--- src/rtl/thermometer_decoder.sv ---
// ----------------------------------------------------------------------------
// thermometer_decoder
//   Two-stage pipelined decoder from a sampled TDC thermometer word to a
//   binary fine-time code (code = popcount - 1). Flags raw-input bubbles and
//   the all-zero word. Valid/ready handshake on both sides, one word/cycle.
//
//   Optional feature macro: BUBBLE_CORRECT_EN
//     defined   : stage 1 stores a 3-tap majority-filtered word, removing
//                 single-bit bubbles before the popcount.
//     undefined : stage 1 stores the raw word.
//   bubble_err always reports the raw input in both builds.
// ----------------------------------------------------------------------------
module thermometer_decoder #(
   parameter int unsigned WIDTH  = 32,
   parameter int unsigned CODE_W = 5
) (
   input  logic              clk,
   input  logic              rst_n,
   input  logic [WIDTH-1:0]  therm_in,
   input  logic              in_valid,
   output logic              in_ready,
   output logic [CODE_W-1:0] code_out,
   output logic              out_valid,
   input  logic              out_ready,
   output logic              bubble_err,
   output logic              zero_err
);

   // Popcount needs one extra bit so that an all-ones word (WIDTH) fits.
   localparam int unsigned PC_W = CODE_W + 1;

   // Any 0->1 step going up the raw word (t[i]=0, t[i+1]=1).
   function automatic logic bubble_detect(input logic [WIDTH-1:0] t);
      logic b;
      b = 1'b0;
      for (int unsigned i = 0; i < WIDTH - 1; i++) begin
         b = b | (~t[i] & t[i+1]);
      end
      return b;
   endfunction

   // Word captured by stage 1: majority-filtered or raw.
   function automatic logic [WIDTH-1:0] stage1_word(input logic [WIDTH-1:0] t);
`ifdef BUBBLE_CORRECT_EN
      // Edges are padded so that t[-1]=1 and t[WIDTH]=0; ext[i+1] is t[i].
      logic [WIDTH+1:0] ext;
      logic [WIDTH-1:0] f;
      ext = {1'b0, t, 1'b1};
      f   = '0;
      for (int unsigned i = 0; i < WIDTH; i++) begin
         f[i] = (ext[i]   & ext[i+1]) |
                (ext[i]   & ext[i+2]) |
                (ext[i+1] & ext[i+2]);
      end
      return f;
`else
      return t;
`endif
   endfunction

   // Number of ones in the stored word.
   function automatic logic [PC_W-1:0] popcount(input logic [WIDTH-1:0] t);
      logic [PC_W-1:0] c;
      c = '0;
      for (int unsigned i = 0; i < WIDTH; i++) begin
         c = c + PC_W'(t[i]);
      end
      return c;
   endfunction

   logic             adv;
   logic             s1_valid;
   logic [WIDTH-1:0] s1_therm;
   logic             s1_bub;

   logic [PC_W-1:0]   pc;
   logic [CODE_W-1:0] code_nxt;
   logic              zero_nxt;

   // Pipeline moves whenever the output slot is empty or being drained.
   assign adv      = ~out_valid | out_ready;
   assign in_ready = adv;

   // Stage-2 decode of the stored word.
   always_comb begin
      pc       = popcount(s1_therm);
      code_nxt = '0;
      zero_nxt = 1'b0;
      if (pc == '0) begin
         zero_nxt = 1'b1;
      end else begin
         code_nxt = CODE_W'(pc - PC_W'(1));
      end
   end

   // Stage 1: capture the (optionally filtered) word and the raw bubble flag.
   always_ff @(posedge clk) begin
      if (!rst_n) begin
         s1_valid <= 1'b0;
         s1_therm <= '0;
         s1_bub   <= 1'b0;
      end else if (adv) begin
         s1_valid <= in_valid;
         if (in_valid) begin
            s1_therm <= stage1_word(therm_in);
            s1_bub   <= bubble_detect(therm_in);
         end
      end
   end

   // Stage 2: register decoded code and flags; hold them on empty slots.
   always_ff @(posedge clk) begin
      if (!rst_n) begin
         out_valid  <= 1'b0;
         code_out   <= '0;
         bubble_err <= 1'b0;
         zero_err   <= 1'b0;
      end else if (adv) begin
         out_valid <= s1_valid;
         if (s1_valid) begin
            code_out   <= code_nxt;
            zero_err   <= zero_nxt;
            bubble_err <= s1_bub;
         end
      end
   end

endmodule

--- config.mk ---
export PLATFORM = sky130hd
export DESIGN_NAME = thermometer_decoder
export DESIGN_NICKNAME = d
export VERILOG_FILES = /design/src/rtl/thermometer_decoder.sv
export SDC_FILE = /design/constraint.sdc
export NUM_CORES = 1
export LEC_CHECK = 0
export CORE_MARGIN = 2
export CORE_UTILIZATION = 40
export DETAILED_ROUTE_END_ITERATION = 16
export HOLD_SLACK_MARGIN = 0.1
export PLACE_DENSITY = 0.7
export SLEW_MARGIN = 15
export SYNTH_ARGS = -nofsm -noshare
export SYNTH_HDL_FRONTEND = slang
export SYNTH_SLANG_ARGS = --single-unit
--- constraint.sdc ---
create_clock -name clk -period 6.2 [get_ports clk]
set_input_delay 1.24 -clock clk [delete_from_list [all_inputs] [get_ports clk]]
set_output_delay 1.24 -clock clk [all_outputs]
set_load 0.01 [all_outputs]
==> impl_metrics.json <==
{
  "worst_pin_slew_ns": 1.10,
  "grt_pass1_vias": 2050,
  "dieArea_mm2": 0.00717,
  "rsz0062_at_grt": "false",
  "cts_repair_resize_count": 0,
  "yosys.area.top_type": "dfxtp_1",
  "io_buffers": 44,
  "ys.flop_type": "dfxtp_1",
  "synth_nets": 374,
  "postCtsSetupBuffers": 0,
  "grt_antenna_before_repair": 0,
  "synth_xor_area_share_pct": 1.68,
  "fin_crit_sh_pct": 85.1,
  "ant_nets": 0,
  "ys_types": 40,
  "ys_top_cells_by_count": "nand2_1, dfxtp_1, inv_1",
  "synth_top_family_by_area": "adder cells",
  "max_slew_margin_pct": 26.4,
  "skew_ns": 0.00553,
  "grt_pass1_wl_um": 9800,
  "track_usage_pct": 17.4,
  "hold_buffers": 0,
  "syn_area_per_cell_um2": 8.50,
  "synthSimpleGateAreaFrac_pct": 17.6,
  "crit_path_max_fanout": 4,
  "synthCells": 306,
  "crit_type": "flip-flop to flip-flop",
  "dieHeight_um": 84.7,
  "cts_buffers": 5,
  "arrival_ns": 5.47,
  "core_mm2": 0.00631,
  "htreeDepth": 2,
  "drtPass1Iterations": 4,
  "hpwlAfterDp_um": 4450,
  "synth_compound_area_share_pct": 17.9,
  "clock_latency_ns": 0.30,
  "fmaxAchievable_mhz": 189,
  "netlist.area_leader.share_pct": 32.3,
  "vias": 2095,
  "seq_area_frac_synth_pct": 32.3,
  "root_buffer": "clkbuf_8",
  "dpl-instance-area_mm2": 0.00310,
  "grt_max_degree": 46,
  "area_growth_syn_to_layout_pct": 22.5,
  "finalMaxSlewViolations": 0,
  "n_antenna_cell": 0,
  "synth_edf_count": 0,
  "fin_setup_tns_ns": 0,
  "outcome": "finished, final reports clean",
  "ys_ff_latch": 42,
  "routabilityCongestion": 0.890,
  "synth.area.top_cells": "dfxtp_1, fa_1, nand2_1",
  "drive_above_1_share_pct": 4.61,
  "cts_tree": "yes",
  "drtIter0Drc": 114,
  "hold_violations": 0,
  "fin_crit_ns": 5.28,
  "clock_path_buffers": 2,
  "required_ns": 6.39,
  "rows": 29,
  "ys.warnings.count": 0,
  "endpoint_kind": "flip-flop",
  "design_area_mm2": 0.00319,
  "vdd_drop_max_mv": 0.285,
  "syn_area_mm2": 0.00260,
  "setup_viol": 0,
  "fillers": 624,
  "fin_nets": 414,
  "p_leak_nw": 1.36,
  "maxCapViolations": 0,
  "synthMuxAreaShare_pct": 0.385,
  "startpoint_type": "flip-flop",
  "yosysMostFrequentCell": "nand2_1",
  "hp-class": "flip-flop to flip-flop",
  "powerDensity_mw_per_mm2": 365,
  "path_clk_slew_ns": 0.08,
  "drc_errors": 0,
  "grt_overflow": 0,
  "synth_fa_ha_area_share_pct": 22.3,
  "ios": 45,
  "initial_core_util_pct": 41.2,
  "finalWirelength_um": 5730,
  "post_drt_wl_per_cell_um": 13.5,
  "clock_sinks": 42,
  "die-width_um": 84.7,
  "vias_per_cell": 4.94,
  "async_reset_ff_share_pct": 0
}
==> layer usage <==
layer	vias to the layer above	part of all wire, %	track usage, %
met5	-	0	0
met3	9	3.7	3.24
li1	1057	-	-
met2	46	49	29.3
met4	0	1.6	5.34
met1	983	46	22.7
==> registers in the layout, indices dropped and copies added, names as in the netlist <==
name        flops
code_out        5
s1_valid        1
out_valid       1
s1_bub          1
bubble_err      1
s1_therm       32
zero_err        1
==> per-stage QoR <==
step           power, W  hold slack (ns)  util (%)  setup WS (ns)  std cells
2_1_floorplan  0.000836            0.435         -           1.18        306
3_3_place_gp   0.000965            0.442      49.1           1.05        416
3_5_place_dp   0.000990            0.448      49.1          0.932        416
4_1_cts         0.00118            0.461      50.5          0.903        424
5_1_grt         0.00130            0.478      50.5          0.597        424
6_report        0.00116            0.458      50.5          0.921        424
==> final timing paths <==
kind | end | depth (start not counted) | slack [ns] | start
hold reg to reg | code_out[3] | 2 | 0.46 | code_out[3]
setup reg to reg | code_out[2] | 19 | 0.92 | s1_therm[17]
hold / removal | code_out[3] | 2 | 0.46 | code_out[3]
setup / recovery | code_out[2] | 19 | 0.92 | s1_therm[17]
==> cell usage in the layout, fill, tap and decap left out, types with 5 or more instances in the layout <==
| cell | count |
|---|---|
| fa_1 | 24 |
| clkbuf_8 | 6 |
| a21boi_1 | 8 |
| o21ai_0 | 11 |
| nand2_1 | 86 |
| a21boi_0 | 28 |
| a21oi_1 | 5 |
| clkdlybuf4s50_1 | 44 |
| inv_1 | 38 |
| ha_1 | 8 |
| dfxtp_1 | 42 |
| nand3_1 | 6 |
==> worst max-delay path, cell delays in order, from the launching register on <==
cell and delay (ns):
dfxtp_1 0.34, fa_1 0.54, inv_1 0.05, fa_1 0.49, inv_1 0.05, fa_1 0.47, inv_1 0.05, fa_1 0.46
fa_1 0.49, fa_1 0.50, inv_1 0.04, ha_1 0.19, fa_1 0.42, inv_1 0.08, ha_1 0.22, nand2b_1 0.08
nor4_1 0.25, a21oi_1 0.19, a22oi_1 0.18, nor2b_1 0.07
==> power by group <==
part,total [W],switching (W),internal [W]
registers,0.000305,0.0000132,0.000292
logic,0.000672,0.000369,0.000303
clock network,0.000185,0.0000952,0.0000899
total,0.00116,0.000478,0.000685
==> cell families (layout without fill, tap and decap cells) <==
family,Yosys count,in the layout
simple gates,107,107
xor+xnor,5,5
buf+inv,52,93
fa+ha+maj,32,32
flops,42,42
mux,1,1
compound gates,67,67
==> area by class of cell <==
cell class | instances | area (um2) | share of cell area, %
Multi-Input combinational cell | 212 | 1560 | 48.9
Sequential cell | 42 | 841 | 26.4
Timing Repair Buffer | 46 | 455 | 14.3
Inverter | 39 | 146 | 4.59
Tap cell | 77 | 96.3 | 3.02
Clock buffer | 7 | 86.3 | 2.71
Clock inverter | 1 | 5.00 | 0.157
Note: power is estimated with default switching activity, not from simulation.
==> patch, RTL diff (same settings) <==
Reset style: asynchronous (`rst_n`), changed in 2 clocked blocks.
--- a/src/rtl/thermometer_decoder.sv
+++ b/src/rtl/thermometer_decoder.sv
@@ -95,5 +95,5 @@
 
    // Stage 1: capture the (optionally filtered) word and the raw bubble flag.
-   always_ff @(posedge clk) begin
+   always_ff @(posedge clk or negedge rst_n) begin
       if (!rst_n) begin
          s1_valid <= 1'b0;
@@ -110,5 +110,5 @@
 
    // Stage 2: register decoded code and flags; hold them on empty slots.
-   always_ff @(posedge clk) begin
+   always_ff @(posedge clk or negedge rst_n) begin
       if (!rst_n) begin
          out_valid  <= 1'b0;
Formal check against the unedited RTL: differs if rst_n is asserted again (counterexample within 4 cycles, from zero or initial values and one cycle with rst_n low); with rst_n held inactive, the same outputs for 4 cycles.
==> patch against the original RTL <==
Area after synthesis is 1.7% lower. Final area is 1.0% higher. Cell count is 17% lower. Sequential cell count stayed put. Die area is 1.6% lower. Worst setup slack worse by 0.11 ns. Routed wire length is 9.4% lower. Maximum frequency is 2.1% lower. Largest cell class unchanged.
Power is not shown: default switching activity piles up to over one toggle a cycle in this logic, so the estimate is an artifact.
==> patch: results (changes against the original RTL) <==
Run status
  • Status: completed

Finish
  • Area of the multi-input gates: 0.001358 mm2 (-13%)
  • Share of layout cells above drive strength 1: 0.1569 (+0.1108)
  • Nets: 341 (-18%)

Setup path
  • R2r startpoint: s1_therm[17]
  • Number of cells on the worst reg-to-reg path: 18 (-1)
  • Max FO, Critical Path: 5 (+1)
  • CP arrival: 5.57 ns (+0.10 ns)
  • Crit. End Element: register
  • Worst R2R End: code_out[3]

Place
  • Placer congestion estimate: 0.8413 (-5.5%)
  • Final HPWL from detailed placement: 4200 um (-5.7%)

Global route
  • Largest net degree at the start of global routing: 43 (-6.5%)
  • Total track usage: 0.1627 (-0.01107)
  • First-pass GRT wire length: 8970 um (-8.5%)

Route
  • Vias per cell: 4.932 (-0.19%)
  • Detailed Route Iter0 Violations: 73 (-36%)
  • Post-Route WL: 5189 um (-9.4%)

Synth
  • Syn_nets: 293 (-22%)
  • Primary FF master, synth: dfrtp_1
  • Synth top cells by count: 42 x dfrtp_1, 35 x inv_1, 29 x nand2_1
  • Synth area leaders: dfrtp_1 41%, fa_1 19%, mux2_2 12%
  • Post-synth ARST share: 1.000 (+1.000)
  • Sequential area share after synthesis: 0.4108 (+0.08768)

Timing
  • Skew final: 0.009654 ns (+0.004119 ns)
  • Worst slew margin: 0.3686 (+0.1042)

Min path
  • Hold EP: bubble_err
  • Hold Crit Start: bubble_err
==> patch: critical path, cell delays in order (launching register included) <==
cell and delay (ns):
dfrtp_1 0.40, fa_1 0.54, inv_1 0.05, fa_1 0.51, inv_1 0.05, fa_1 0.48
inv_1 0.05, fa_1 0.46, fa_1 0.48, fa_1 0.49, inv_1 0.04, ha_1 0.20
fa_1 0.43, inv_1 0.09, ha_1 0.21, nand2_2 0.08, or4_4 0.43, o21ai_4 0.19
o21ai_0 0.11
==> patch: layout make-up <==
class	count	area share
clock inverters	2	0.01864
clock buffers	6	0.02563
inverters	35	0.04078
multi-input cells	144	0.4214
repair buffers	45	0.1375
flip-flops and latches	42	0.3262
well taps	77	0.02990
==> patch: worst max-delay path by stage <==
stage,start,endpoint,cells past startpoint
floorplan,s1_therm[17],code_out[3],18
global placement,s1_therm[17],code_out[3],18
detailed placement,s1_therm[17],code_out[3],18
CTS,s1_therm[17],code_out[3],18
global route,s1_therm[17],code_out[3],18
finish,s1_therm[17],code_out[3],18
==> patch: logic make-up after synthesis <==
logic type / synth area share
AND/OR/NAND/NOR: 0.08753
flip-flops: 0.4108
buffers and inverters: 0.05868
AO/OA/AOI/OAI: 0.07628
adder cells (fa/ha/maj): 0.2269
multiplexers: 0.1232
XOR/XNOR: 0.01663
==> patch: metal layers <==
| layer | routed length [um] | track usage | vias to the layer above |
|---|---|---|---|
| met5 | 0 | 0 | - |
| met1 | 2322 | 0.2182 | 857 |
| li1 | - | - | 832 |
| met2 | 2571 | 0.2655 | 36 |
| met4 | 81 | 0.05718 | 0 |
| met3 | 214 | 0.03066 | 6 |
==> patch: metrics by stage <==
step,area (um2),setup slack (ns),instances,utilization,hold slack (ns)
global route,3222,0.6166,351,0.5133,0.5341
floorplan,2559,1.007,225,-,0.4386
CTS,3222,0.7820,351,0.5133,0.4837
global placement,3079,0.9206,343,0.4905,0.4552
detailed placement,3079,0.8139,343,0.4905,0.4635
finish,3222,0.8081,351,0.5133,0.4767
